===== src/rtl/cpr_freq_meter.sv =====
// cpr_freq_meter: counts rising edges of four asynchronous CPR clocks over a
// programmable CLK window. Threshold alarms are built only with CPR_FM_THRESH_EN.
module cpr_freq_meter #(
  parameter int CNT_W       = 16,
  parameter int WIN_W       = 16,
  parameter int SYNC_STAGES = 2
) (
  input  logic             CLK,
  input  logic             RN,
  input  logic             START,
  input  logic [WIN_W-1:0] WIN_CYCLES,
  input  logic             LOGICCPR_1,
  input  logic             LOGICCPR_2,
  input  logic             LOGICCPR_3,
  input  logic             LOGICCPR_4,
  input  logic [CNT_W-1:0] THRESH_1,
  input  logic [CNT_W-1:0] THRESH_2,
  input  logic [CNT_W-1:0] THRESH_3,
  input  logic [CNT_W-1:0] THRESH_4,
  output logic             BUSY,
  output logic             DONE,
  output logic [CNT_W-1:0] CNT_1,
  output logic [CNT_W-1:0] CNT_2,
  output logic [CNT_W-1:0] CNT_3,
  output logic [CNT_W-1:0] CNT_4,
  output logic [3:0]       SAT,
  output logic [3:0]       ALARM
);

  localparam int            AW       = $clog2(SYNC_STAGES + 2);
  localparam logic [AW-1:0] ARM_LAST = AW'(SYNC_STAGES);

  typedef enum logic [1:0] {S_IDLE, S_ARM, S_MEASURE, S_DONE} state_t;

  state_t                      r_state, w_state_nxt;
  logic [3:0]                  w_cpr;
  logic [3:0][SYNC_STAGES-1:0] r_sync;
  logic [3:0]                  r_dly, w_edge;
  logic [3:0][CNT_W-1:0]       r_cnt, w_cnt_nxt, r_cnt_out, w_thr;
  logic [3:0]                  r_sat, w_sat_nxt, r_sat_out, r_alarm, w_alarm;
  logic [AW-1:0]               r_arm_cnt;
  logic [WIN_W-1:0]            r_win_left;
  logic                        w_accept, w_load;

  assign w_cpr = {LOGICCPR_4, LOGICCPR_3, LOGICCPR_2, LOGICCPR_1};
  assign w_thr = {THRESH_4, THRESH_3, THRESH_2, THRESH_1};

  // Synchronizers and delay flops run in every state so ARM can flush history.
  always_ff @(posedge CLK) begin
    if (!RN) begin
      r_sync <= '0;
      r_dly  <= '0;
    end else begin
      for (int unsigned c = 0; c < 4; c++) begin
        r_sync[c] <= {r_sync[c][SYNC_STAGES-2:0], w_cpr[c]};
        r_dly[c]  <= r_sync[c][SYNC_STAGES-1];
      end
    end
  end

  always_comb begin
    w_edge = '0;
    for (int unsigned c = 0; c < 4; c++) begin
      w_edge[c] = r_sync[c][SYNC_STAGES-1] & ~r_dly[c];
    end
  end

  always_comb begin
    w_state_nxt = r_state;
    w_accept    = 1'b0;
    case (r_state)
      S_IDLE: begin
        if (START) begin
          w_state_nxt = S_ARM;
          w_accept    = 1'b1;
        end
      end
      S_ARM: begin
        if (r_arm_cnt == ARM_LAST) begin
          w_state_nxt = (r_win_left == '0) ? S_DONE : S_MEASURE;
        end
      end
      S_MEASURE: begin
        if (r_win_left == WIN_W'(1)) begin
          w_state_nxt = S_DONE;
        end
      end
      S_DONE: begin
        if (START) begin
          w_state_nxt = S_ARM;
          w_accept    = 1'b1;
        end else begin
          w_state_nxt = S_IDLE;
        end
      end
      default: w_state_nxt = S_IDLE;
    endcase
  end

  assign w_load = (w_state_nxt == S_DONE) && (r_state != S_DONE);

  always_ff @(posedge CLK) begin
    if (!RN) begin
      r_state    <= S_IDLE;
      r_arm_cnt  <= '0;
      r_win_left <= '0;
    end else begin
      r_state <= w_state_nxt;
      if (w_accept) begin
        r_arm_cnt  <= '0;
        r_win_left <= WIN_CYCLES;
      end else if (r_state == S_ARM) begin
        r_arm_cnt <= r_arm_cnt + 1'b1;
      end else if (r_state == S_MEASURE) begin
        r_win_left <= r_win_left - 1'b1;
      end
    end
  end

  // An edge that finds the counter already full holds it and marks saturation.
  always_comb begin
    w_cnt_nxt = r_cnt;
    w_sat_nxt = r_sat;
    if (r_state == S_MEASURE) begin
      for (int unsigned c = 0; c < 4; c++) begin
        if (w_edge[c]) begin
          if (&r_cnt[c]) begin
            w_sat_nxt[c] = 1'b1;
          end else begin
            w_cnt_nxt[c] = r_cnt[c] + 1'b1;
          end
        end
      end
    end
  end

  always_ff @(posedge CLK) begin
    if (!RN) begin
      r_cnt <= '0;
      r_sat <= '0;
    end else if (w_accept) begin
      r_cnt <= '0;
      r_sat <= '0;
    end else begin
      r_cnt <= w_cnt_nxt;
      r_sat <= w_sat_nxt;
    end
  end

`ifdef CPR_FM_THRESH_EN
  always_comb begin
    w_alarm = '0;
    for (int unsigned c = 0; c < 4; c++) begin
      w_alarm[c] = ~w_sat_nxt[c] & (w_cnt_nxt[c] < w_thr[c]);
    end
  end
`else
  logic w_unused_thr;
  assign w_unused_thr = ^w_thr;
  assign w_alarm      = '0;
`endif

  // Results are captured on the edge entering DONE so they are visible during it.
  always_ff @(posedge CLK) begin
    if (!RN) begin
      r_cnt_out <= '0;
      r_sat_out <= '0;
      r_alarm   <= '0;
    end else if (w_load) begin
      r_cnt_out <= w_cnt_nxt;
      r_sat_out <= w_sat_nxt;
      r_alarm   <= w_alarm;
    end
  end

  assign BUSY  = (r_state == S_ARM) || (r_state == S_MEASURE);
  assign DONE  = (r_state == S_DONE);
  assign CNT_1 = r_cnt_out[0];
  assign CNT_2 = r_cnt_out[1];
  assign CNT_3 = r_cnt_out[2];
  assign CNT_4 = r_cnt_out[3];
  assign SAT   = r_sat_out;
  assign ALARM = r_alarm;

endmodule


===== config.mk =====
export PLATFORM = sky130hd
export DESIGN_NAME = cpr_freq_meter
export DESIGN_NICKNAME = d
export VERILOG_FILES = /design/src/rtl/cpr_freq_meter.sv
export SDC_FILE = /design/constraint.sdc
export NUM_CORES = 1
export LEC_CHECK = 0
export CAP_MARGIN = 20
export CELL_PAD_IN_SITES_DETAIL_PLACEMENT = 0
export CELL_PAD_IN_SITES_GLOBAL_PLACEMENT = 1
export CORE_UTILIZATION = 37
export DETAILED_ROUTE_END_ITERATION = 8
export PLACE_DENSITY = 0.89
export REMOVE_ABC_BUFFERS = 1
export SLEW_MARGIN = 20
export SYNTH_ARGS = -nofsm -noshare
export SYNTH_HDL_FRONTEND = slang
export SYNTH_SLANG_ARGS = --single-unit

===== constraint.sdc =====
create_clock -name CLK -period 2.6 [get_ports CLK]
set_input_delay 0.52 -clock CLK [delete_from_list [all_inputs] [get_ports CLK]]
set_output_delay 0.52 -clock CLK [all_outputs]
set_load 0.01 [all_outputs]

== Word level (Yosys, flattened, before mapping) ==
Index checks and enable logic that the tools add are counted.

* Bits of input ports: 87
* Bits in registers: 168

* Add/subtract/negate cells: 6
* Equality and inequality tests: 8
* Reductions and logical operators: 12
* Bitwise operators: 9
* Multiplexer cells: 29

{| class="wikitable"
|+ Operators with widths
! cell !! number
|-
| 2-to-1 mux 16 bit || 11
|-
| adder 16 x 1 -> 16 bit, second input constant || 4
|-
| 2-to-1 mux 64 bit || 1
|-
| AND reduction 16 bit || 4
|-
| equality test 16 x 1 -> 1 bit, second input constant || 1
|-
| logical NOT 16 bit || 1
|-
| subtractor 16 x 1 -> 16 bit, second input constant || 1
|-
| 2-to-1 mux 1 bit || 12
|-
| equality test 2 bit, second input constant || 4
|-
| case mux 2 bit (4 select lines) || 1
|-
| 2-to-1 mux 2 bit || 3
|-
| inverter 1 bit || 5
|-
| AND 1 bit || 4
|-
| 2-to-1 mux 4 bit || 1
|-
| != test 2 bit, second input constant || 2
|-
| OR reduction 2 bit || 2
|-
| adder 2 x 1 -> 2 bit, second input constant || 1
|-
| equality test 2 x 1 -> 1 bit, second input constant || 1
|-
| logical NOT 2 bit || 1
|-
| AND reduction 2 bit || 1
|-
| nonzero test 2 bit || 1
|-
| logical AND 1 bit || 1
|-
| logical OR 1 bit || 1
|}

== Depth between registers and ports, before layout ==
Gate-level depths: netlist of run 1.

* Depth after elaboration: 6
* Depth in mapped cells: 12
* Mapped depth without buffers: 8

== Worst setup path after synthesis of run 1 ==
No wires, ideal clock.

* Kind: register -> register
* Start: register r_state[0]
* End: register r_cnt_out, in the netlist CNT_3[9]
* Arrival: 2162 ps
* Library setup time: 86 ps
* Setup slack: 352 ps
* Stages on the path, launching flop included: 11
* Data required time: 2514 ps
* Buffers on the path: 2
* Clock period less this slack: 2248 ps
* Path through: dfxtp_1 > inv_1 > ha_1 > buf_2 > and3b_1 > clkbuf_1 > and4_1 > a21boi_0 > nand4_1 > xor2_1 > a211oi_1

* Word-level cells in the longest chain between the ends: 4
* Elaborated cells between the ends (all ways): 12

{| class="wikitable"
|+ RTL lines
! what !! line !! RTL
|-
| start, declared || 35 || <nowiki>state_t r_state, w_state_nxt;</nowiki>
|-
| start signal, assigned || 108 || <nowiki>r_state <= w_state_nxt;</nowiki>
|-
| equality test 2 bit (tied with other cells) || 71 || <nowiki>case (r_state)</nowiki>
|-
| case mux 2 bit (4 select lines) || 71 ||
|-
| equality test 2 bit || 100 || <nowiki>assign w_load = (w_state_nxt == S_DONE) && (r_state != S_DONE);</nowiki>
|-
| logical AND 1 bit || 100 ||
|-
| end signal, assigned || 170 || <nowiki>r_cnt_out <= w_cnt_nxt;</nowiki>
|-
| end, declared || 39 || <nowiki>logic [3:0][CNT_W-1:0] r_cnt, w_cnt_nxt, r_cnt_out, w_thr;</nowiki>
|}

Several ways; a longest one is shown, not always the timed one.
A chain may end at the register's enable or synchronous reset.

== Worst setup path in the final report of run 1 ==
* Start: register r_state[0]
* End: register r_cnt_out, in the netlist CNT_4[15]

Same word-level chain as after synthesis.

==> summary.md, run 1 <==
| Metric | Value |
|---|---|
| Asr flop ratio synth | 0% |
| Layout fillers | 1832 |
| Antenna diodes | 0 |
| Initial antenna violation count | 0 |
| Synthesized instance count | ~830 |
| H-Tree Level Count | 4 |
| Later-pin clock latency in the skew report | 420 ps |
| Full die area | 20020 µm² |
| Vias in the first global route | 5922 |
| Sequential area share after synthesis | about 47% |
| Commonest non-fill, non-tap cell in the layout | dfxtp_1 |
| Drt wl/cell | approximately 14 µm |
| Crit-path max cell delay | approximately 340 ps |
| Die height | 141.5 µm |
| Layout Nets | 1023 |
| Pre-CTS setup slack | 128.3 ps |
| Min Tclk post-route | 2412 ps |
| P&R area growth vs syn | 27.40% |
| Clk_skew | 8.592 ps |
| Hold Vio Cnt, Final | 0 |
| Hold WC Path Type | reg2reg |
| Yosys Warn Count | 0 |
| Vias per cell | 5.106 |
| Static Leak | 3.211 nW |
| Final setup vio count | 0 |
| # DRC | 0 |
| DR vias | 6112 |
| Critical Path Start Type | register |
| Worst Setup Path Type | reg2reg |
| Row count | 50 |
| Share of layout cells above drive strength 1 | 8.751% |
| Hpwl dp | 11480 µm |
| Power density over the cells | 641.7 nW/µm² |
| First-pass GRT wire length | 28900 µm |
| Worst-path cell chain | inv_1 -> ha_1 -> buf_4 -> and3b_1 -> nand4_1 -> nor4_2 -> mux2i_1 -> nor2_1 -> o21a_1 |
| Worst EP arrival | roughly 2700 ps |
| GP Congestion | 0.8075 |
| GR Overflow Total | 0 |
| TritonRoute pass-1 iters | 4 |
| Antenna-violating nets left | 0 |
| Post-Syn Area | 7201 µm² |
| Post-synth EDFFs | 0 |
| Clock buffer depth | 2 |
| Worst VDD drop | 0.0004669 V |
| Status | completed |
| Max-capacitance violation count | 0 |
| Drt initial violations | 251 |
| Core area | approximately 19000 µm² |
| CTS root buffer | clkbuf_16 |
| Clock net sink count | 168 |
| Worst-Margin Slew | 577.0 ps |
| #FFs+latches synth | approximately 170 |
| CP max FO | 6 |
| CP delay by family, top | simple AND/OR/NAND/NOR gates |
| RSZ-0062 raised after global routing | yes |
| Boundary pin count | between 150 and 200 |
| Rel. slew slack | 61.19% |
| Chip Width | 141.5 µm |
| Slew Viols, Final | 0 |
| Final worst slack | 187.8 ps |
| Syn Area/Cell | 8.644 µm² |
| Reg clk slew, reported paths | 70 ps |
| CP endpoint kind | register |
| Num CTS Buffers | 17 |
| Most frequent cells in the layout | dfxtp_1 (167), nor2_1 (141), clkdlybuf4s50_1 (92) |
| Fin crit share | roughly 90% |
| PortBufs | 92 |
| Routed wire length | 17070 µm |
| Critical Path RT | 2910 ps |
| Number of setup buffers added after CTS | 0 |
| Initial Util | about two fifths |
| Fmax | between 0.4 and 0.5 GHz |
| Buf/Inv on CP | 2 |
| Flop-to-flop setup slack | around 190 ps |
| Yosys cell types | 59 |
| Largest net degree at the start of global routing | 52 |
| Sequential Area | 3364 µm² |
| Slowest-stage cell, CP | dfxtp_2 |
| CTS tree | done |
| Top FF cell, synth | dfxtp_1 |
| Global Route Usage Sum | 18.05% |
| Final core occ | slightly below 50% |
| Area of the multi-input gates | 3591 µm² |
| Sum of negative setup slack | 0 ps |
[cell families (layout without fill, tap and decap cells)]
family | Yosys count | count (layout) | synth area share (%)
flops | 168 | 168 | 46.71
buf+inv | 63 | 164 | 3.996
compound gates | 159 | 159 | 15.05
other cells | 1 | 4 | 0.05208
xor+xnor | 30 | 30 | 3.649
simple gates | 379 | 379 | 25.51
mux | 21 | 21 | 2.954
fa+ha+maj | 12 | 12 | 2.085
[synth_stat cells (4+ instances only)]
master    count  area, µm²
a211oi_1     45      337.8
dfxtp_1     168       3363
nor2b_1       6      37.54
buf_1         6      22.52
buf_4         4      30.03
and2_1       19      118.9
nand4_1      21      131.4
clkbuf_1     28      105.1
a31oi_1       4      25.02
mux2i_1      19      190.2
o31ai_1      10      75.07
buf_2        11      55.05
a21boi_0      4      30.03
a21oi_1      38      190.2
inv_1        10      37.54
o21ai_0      29      145.1
nor4_1       10      62.56
xnor2_1      11      96.34
nor3_1       23      115.1
nand3_1      47      235.2
and3_1       13      81.33
nand2_1      60      225.2
nor2_1      142      533.0
a22oi_1       6      45.04
and3b_1       5      43.79
ha_1         12      150.1
and4_1        7      61.31
nand2b_1      5      31.28
o41ai_2       5      81.33
xor2_1       19      166.4
[sequential cells by signal (all words and copies together), names as in the netlist]
name and cells:
r_dly 4, CNT_1 16, r_sat 4, r_win_left 16, CNT_2 16, r_arm_cnt 2, CNT_3 16, CNT_4 16
r_sync 8, SAT 4, r_cnt 64, r_state 2
[final timing paths]
check                                start        end  depth (start not counted)
worst max register to register  r_state[0]  CNT_4[15]                          9
worst min-delay path             r_sync[4]  r_sync[5]                          1
worst max-delay path            r_state[0]  CNT_4[15]                          9
worst min register to register   r_sync[4]  r_sync[5]                          1
[cell type report]
class,instances,share of cell area (%)
multi-input combinational,605,39.14
clock buffer,19,4.828
sequential,168,36.67
inverter,11,0.4501
tap,260,3.546
clock inverter,13,2.073
timing repair buffer,121,13.28
[layer usage]
metal  track usage (%)  vias up  share of wire, %
met3             3.881       23               3.7
met2             29.89      103                46
met1             23.12     2855                48
met4             6.621        0               1.8
met5                 0        -                 0
li1                  -     3131                 -
[per-stage QoR]
stage	cell area (µm²)	instances	hold WS, ps	total power [mW]
after global placement	8496	1164	414.8	3.192
after global routing	9174	1197	460.1	6.127
after CTS	9129	1196	436.3	5.945
final	9174	1197	433.9	5.887
after floorplan	6965	784	411.8	3.007
after detailed placement	8496	1164	421.2	3.201
[report_power, final]
| group | switching [mW] | total, mW | internal [mW] |
|---|---|---|---|
| logic | 0.278 | 0.486 | 0.208 |
| registers | 0.0411 | 2.66 | 2.62 |
| clock network | 1.09 | 2.74 | 1.65 |
| total | 1.41 | 5.89 | 4.48 |
[repair_timing]
action / 4_1_cts / 5_1_grt
resized for setup: 0 / 6
endpoints found under the setup margin: 0 / 10
hold buffers: 0 / 0
[worst reg2reg max path: cells and delay by family (launching register included)]
kind / cells / cell delay [ps]
AO/OA/AOI/OAI: 1 / 180
adder cells (fa/ha/maj): 1 / 330
buffers and inverters: 2 / 290
flip-flops: 1 / 340
multiplexers: 1 / 300
AND/OR/NAND/NOR: 4 / 860
Note: power is estimated with default switching activity, not from simulation.
==> inputs of run 2 (changes only) <==
--- a/config.mk
+++ b/config.mk
@@ -10,6 +10,7 @@
 export CELL_PAD_IN_SITES_GLOBAL_PLACEMENT = 1
 export CORE_UTILIZATION = 37
 export DETAILED_ROUTE_END_ITERATION = 8
+export GPL_ROUTABILITY_DRIVEN = 0
 export PLACE_DENSITY = 0.89
 export REMOVE_ABC_BUFFERS = 1
 export SLEW_MARGIN = 20
==> constraint.sdc (replaced) <==
create_clock -name CLK -period 2.6 [get_ports CLK]
set_input_delay 0.52 -clock CLK [delete_from_list [all_inputs] [get_ports CLK]]
set_output_delay 0.52 -clock CLK [all_outputs]
set_load 0.05 [all_outputs]
==> summary.md, run 2 (synthesis results as in run 1) <==
| Metric | Value |
|---|---|
| Row count | 50 |
| Met3 usage | 3.881% |
| CTS root buffer | clkbuf_16 |
| Combinational power share | 8.7% |
| Later-pin clock latency in the skew report | 420 ps |
| Initial Util | 38.11% |
| Chip Width | 141.5 µm |
| Pint | between 4 and 5 mW |
| Clock buffer depth | 2 |
| Share of layout cells above drive strength 1 | 8.751% |
| Pre-CTS setup slack | 128.3 ps |
| RSZ-0062 raised after global routing | yes |
| Number of setup buffers added after CTS | 0 |
| H-Tree Level Count | 4 |
| Vias per cell | around 5 |
| Worst-Margin Slew | 577.0 ps |
| Switching Share | 24.36% |
| GR Overflow Total | 0 |
| Clock Power Share | between 40% and 50% |
| Largest net degree at the start of global routing | 52 |
| P&R area growth vs syn | 27.38% |
| Max-capacitance violation count | 0 |
| R2R Path End | CNT_4[15] |
| Antenna diodes | 0 |
| WHS Endpoint | r_sync[5] |
| Largest Register | r_cnt |
| Fmax | 0.4085 GHz |
| Slew Viols, Final | 0 |
| Most frequent cells in the layout | dfxtp_1 (167), nor2_1 (141), clkdlybuf4s50_1 (91) |
| Worst VDD drop | 0.0004669 V |
| GR Util met1 | 23.12% |
| Total power | 5.916 mW |
| CP max FO | 4 |
| Fin crit share | 94.16% |
| Routed wire length | around 17000 µm |
| Core area | approximately 19000 µm² |
| CP endpoint kind | output pin |
| CTS tree | done |
| Max reg flops | 64 |
| Clock net sink count | roughly 170 |
| GR Layer Usage met2 | ~30% |
| Final worst slack | 151.8 ps |
| R2r worst-path depth | 9 |
| Drt wl/cell | 14.26 µm |
| Cell Count, Final, Fillers Out | 1197 |
| Static Leak | between 3 and 4 nW |
| Cell count after placement | 1164 |
| PortBufs | 92 |
| First-pass GRT wire length | 28910 µm |
| Commonest non-fill, non-tap cell in the layout | dfxtp_1 |
| Rel. slew slack | around three fifths |
| Die height | 141.5 µm |
| Critical Path RT | around 2100 ps |
| Hpwl dp | 11480 µm |
| Worst EP arrival | 1930 ps |
| Busiest grt layer | met2 |
| Hold Vio Cnt, Final | 0 |
| Min Tclk post-route | 2448 ps |
| Initial antenna violation count | 0 |
| DR vias | between 6000 and 7000 |
| Power density over the cells | ~640 nW/µm² |
| Layout Nets | approximately 1000 |
| Sw Pwr | ~1.4 mW |
| Boundary pin count | 161 |
| Reg clk slew, reported paths | 70 ps |
| Clk_skew | 8.592 ps |
| Final setup vio count | 0 |
| Hold WC Path Type | reg2reg |
| TritonRoute pass-1 iters | 4 |
| Num CTS Buffers | 17 |
| Vias in the first global route | 5922 |
| Status | completed |
| Sequential power share | 45.0% |
| Worst Hold Launch | r_sync[4] |
| Critical Path Start Type | register |
| Flop-to-flop setup slack | 190 ps |
| # DRC | 0 |
| Worst Setup Path Type | reg2out |
| Critical R2R Launch | r_state[0] |
| Global Route Usage Sum | between 15 and 20% |
| Drt initial violations | 251 |
| Antenna-violating nets left | 0 |
| Hold depth | 1 |
| Full die area | 20020 µm² |
[run 2: what timing repair did]
item | 4_1_cts | 5_1_grt
resized for setup | 1 | 6
cloned | 0 | 1
pin swaps | 0 | 0
endpoints found under the setup margin | 1 | 10
hold endpoints to repair | 0 | 0
hold buffers | 0 | 0
[run 2: final cells by class]
cell class,instances,area (µm²)
Fill cell,1833,9721
Multi-Input combinational cell,605,3591
Sequential cell,168,3364
Timing Repair Buffer,121,1217
Clock buffer,19,442.9
Tap cell,260,325.3
Clock inverter,13,190.2
Inverter,11,41.29
[run 2: power by group through the flow]
stage	clock (mW)	combinational (mW)	sequential, mW
2_1_floorplan	0	0.311	2.73
3_3_place_gp	0	0.509	2.71
3_5_place_dp	0	0.516	2.72
4_1_cts	2.80	0.516	2.66
5_1_grt	2.92	0.575	2.66
6_report	2.74	0.515	2.66
[run 2: critical path: stages, from the launching register on]
cell and delay [ps]:
dfxtp_1 380, ha_1 290, clkdlybuf4s50_1 840
[run 2: per-layer routing]
metal / part of all wire [%] / routed length [µm]
met5: 0 / 0
met4: 1.8 / 303
met3: 3.7 / 625
met2: 46 / 7869
met1: 48 / 8271
[run 2: how the worst max path moves through the flow]
| stage | startpoint | end | depth (start not counted) |
|---|---|---|---|
| 3_5_place_dp | START | CNT_3[15] | 7 |
| 4_1_cts | r_state[1] | CNT_4[13] | 9 |
| 3_3_place_gp | START | CNT_4[13] | 7 |
| 6_report | r_state[1] | DONE | 2 |
| 5_1_grt | r_state[0] | CNT_4[15] | 9 |
| 2_1_floorplan | r_state[0] | CNT_1[6] | 8 |
[run 2: per-stage QoR]
step | hold slack (ps) | util (%) | setup TNS, ps | cell area, µm²
after floorplan | 411.8 | - | -169180 | 6965
after global placement | 414.8 | 44.97 | 0 | 8496
after detailed placement | 421.2 | 44.97 | 0 | 8496
after CTS | 436.3 | 48.31 | 0 | 9128
after global routing | 460.1 | 48.55 | -0.2627 | 9173
final | 433.9 | 48.55 | 0 | 9173
==> inputs of run 3 (changes only) <==
--- a/config.mk
+++ b/config.mk
@@ -8,10 +8,10 @@
 export CAP_MARGIN = 20
 export CELL_PAD_IN_SITES_DETAIL_PLACEMENT = 0
 export CELL_PAD_IN_SITES_GLOBAL_PLACEMENT = 1
-export CORE_UTILIZATION = 37
+export CORE_UTILIZATION = 25
 export DETAILED_ROUTE_END_ITERATION = 8
 export GPL_ROUTABILITY_DRIVEN = 0
-export PLACE_DENSITY = 0.89
+export PLACE_DENSITY = 0.67
 export REMOVE_ABC_BUFFERS = 1
 export SLEW_MARGIN = 20
 export SYNTH_ARGS = -nofsm -noshare
==> summary.md, run 3 (synthesis results as in run 1) <==
| Metric | Value |
|---|---|
| R2r worst-path depth | 7 |
| Die height | 171.7 µm |
| Critical Path Start Type | register |
| DR vias | 6074 |
| Reg clk slew, reported paths | around 70 ps |
| Clk_skew | 12.09 ps |
| Vias in the first global route | 5714 |
| Vias per cell | 4.588 |
| Crit-path max cell delay | 490 ps |
| Post-cts sizing count | 1 |
| Drt wl/cell | 13.90 µm |
| Fmax | approximately 0.41 GHz |
| H-Tree Level Count | 4 |
| Sequential Area | between 3000 and 4000 µm² |
| Static Leak | 3.213 nW |
| Slowest-stage cell, CP | or3_2 |
| Fin crit share | 93.44% |
| Most frequent cells in the layout | dfxtp_1 (166), nor2_1 (142), clkdlybuf4s50_1 (90) |
| PortBufs | 92 |
| Routed wire length | between 15000 and 20000 µm |
| CP endpoint kind | register |
| Power density over the cells | 619.5 nW/µm² |
| Max reg flops | between 60 and 70 |
| Rel. slew slack | 61.20% |
| Total power | 5.762 mW |
| Later-pin clock latency in the skew report | 420 ps |
| Initial antenna violation count | 1 |
| Area of the multi-input gates | approximately 3600 µm² |
| Critical Path RT | 2950 ps |
| Number of setup buffers added after CTS | 0 |
| Worst-Margin Slew | 580.2 ps |
| Boundary pin count | ~160 |
| Worst Setup Path Type | reg2reg |
| Commonest non-fill, non-tap cell in the layout | dfxtp_1 |
| CTS root buffer | clkbuf_16 |
| Global Route Usage Sum | 12.91% |
| Largest Register | r_cnt |
| Core area | 28090 µm² |
| CP max FO | 45 |
| TritonRoute pass-1 iters | 5 |
| Antenna-violating nets left | 0 |
| Layout fillers | 2967 |
| RSZ-0062 raised after global routing | no |
| Full die area | ~30000 µm² |
| Drt initial violations | 245 |
| Hold Buf Count CTS | 0 |
| Clock net sink count | between 150 and 200 |
| Cell count after placement | 1291 |
| Hold Vio Cnt, Final | 0 |
| Largest net degree at the start of global routing | 52 |
| Layout Nets | roughly 1000 |
| Worst EP arrival | 2780 ps |
| Final setup vio count | 0 |
| Buf/Inv on CP | 1 |
| Initial Util | 25.64% |
| Row count | just over 60 |
| CTS tree | done |
| Hold WC Path Type | reg2reg |
| Min Tclk post-route | 2429 ps |
| Slew Viols, Final | 0 |
| # DRC | 0 |
| Status | completed |
| First-pass GRT wire length | 29930 µm |
| Worst-path cell chain | nor4_4 -> nand2_2 -> o31a_1 -> or3_2 -> buf_12 -> or2_2 -> a21oi_1 |
| Hold depth | 1 |
| Max-capacitance violation count | 0 |
| Sum of negative setup slack | 0 ps |
| Final core occ | 33.12% |
| Worst VDD drop | 0.0004066 V |
| Cell count along the critical path | 7 |
| Num CTS Buffers | 17 |
| Share of layout cells above drive strength 1 | 9.524% |
| Hpwl dp | 12550 µm |
| P&R area growth vs syn | 29.17% |
| GR Overflow Total | 0 |
| CP delay by family, top | simple AND/OR/NAND/NOR gates |
| Cell Count, Final, Fillers Out | 1324 |
| Chip Width | 171.7 µm |
| Clock buffer depth | 2 |
## run 3: cell types whose count changed in the layout (fill, tap and decap cells not counted), sizes merged
cell	delta
buf	+10
clkdlybuf4s50	-1
diode	+1
bufinv	-2
clkinvlp	+3
clkbuf	-1
clkinv	-1
## run 3: where the power goes
group / switching [mW] / internal [mW] / leakage [nW]
registers: 0.0403 / 2.62 / 1.36
logic: 0.313 / 0.203 / 1.58
clock network: 1.13 / 1.46 / 0.277
## run 3: worst register-to-register path: stages, from the launching register on
cell and delay (ps):
dfxtp_1 380, nor4_4 360, nand2_2 130, o31a_1 340, or3_2 490, buf_12 210
or2_2 340, a21oi_1 110
## run 3: final timing paths
| kind | slack, ps | from | end |
|---|---|---|---|
| setup / recovery | 170 | r_win_left[8] | CNT_3[15] |
| hold / removal | 430 | r_sync[4] | r_sync[5] |
| setup reg to reg | 170 | r_win_left[8] | CNT_3[15] |
| hold reg to reg | 430 | r_sync[4] | r_sync[5] |
## run 3: routing by layer
| metal | vias to the layer above | track usage [%] | part of all wire (%) |
|---|---|---|---|
| met5 | - | 0 | 0 |
| met2 | 93 | 21.28 | 46 |
| met4 | 0 | 3.921 | 0.74 |
| li1 | 3150 | - | - |
| met1 | 2825 | 16.69 | 49 |
| met3 | 6 | 2.830 | 3.5 |
## run 3: area by class of cell
cell class / count / area share [%]
Clock buffer: 19 / 4.762
Timing Repair Buffer: 129 / 13.49
Tap cell: 378 / 5.085
Multi-Input combinational cell: 605 / 38.46
Sequential cell: 168 / 36.19
Clock inverter: 13 / 1.547
Antenna cell: 1 / 0.02690
Inverter: 11 / 0.4439
## run 3: per-stage QoR
stage	area [µm²]	hold slack, ps	setup slack, ps
2_1_floorplan	6965	411.8	-3427
5_1_grt	9301	454.5	30.10
4_1_cts	9291	433.3	128.4
3_3_place_gp	8706	414.7	120.2
6_report	9301	433.6	170.6
3_5_place_dp	8706	416.9	124.6
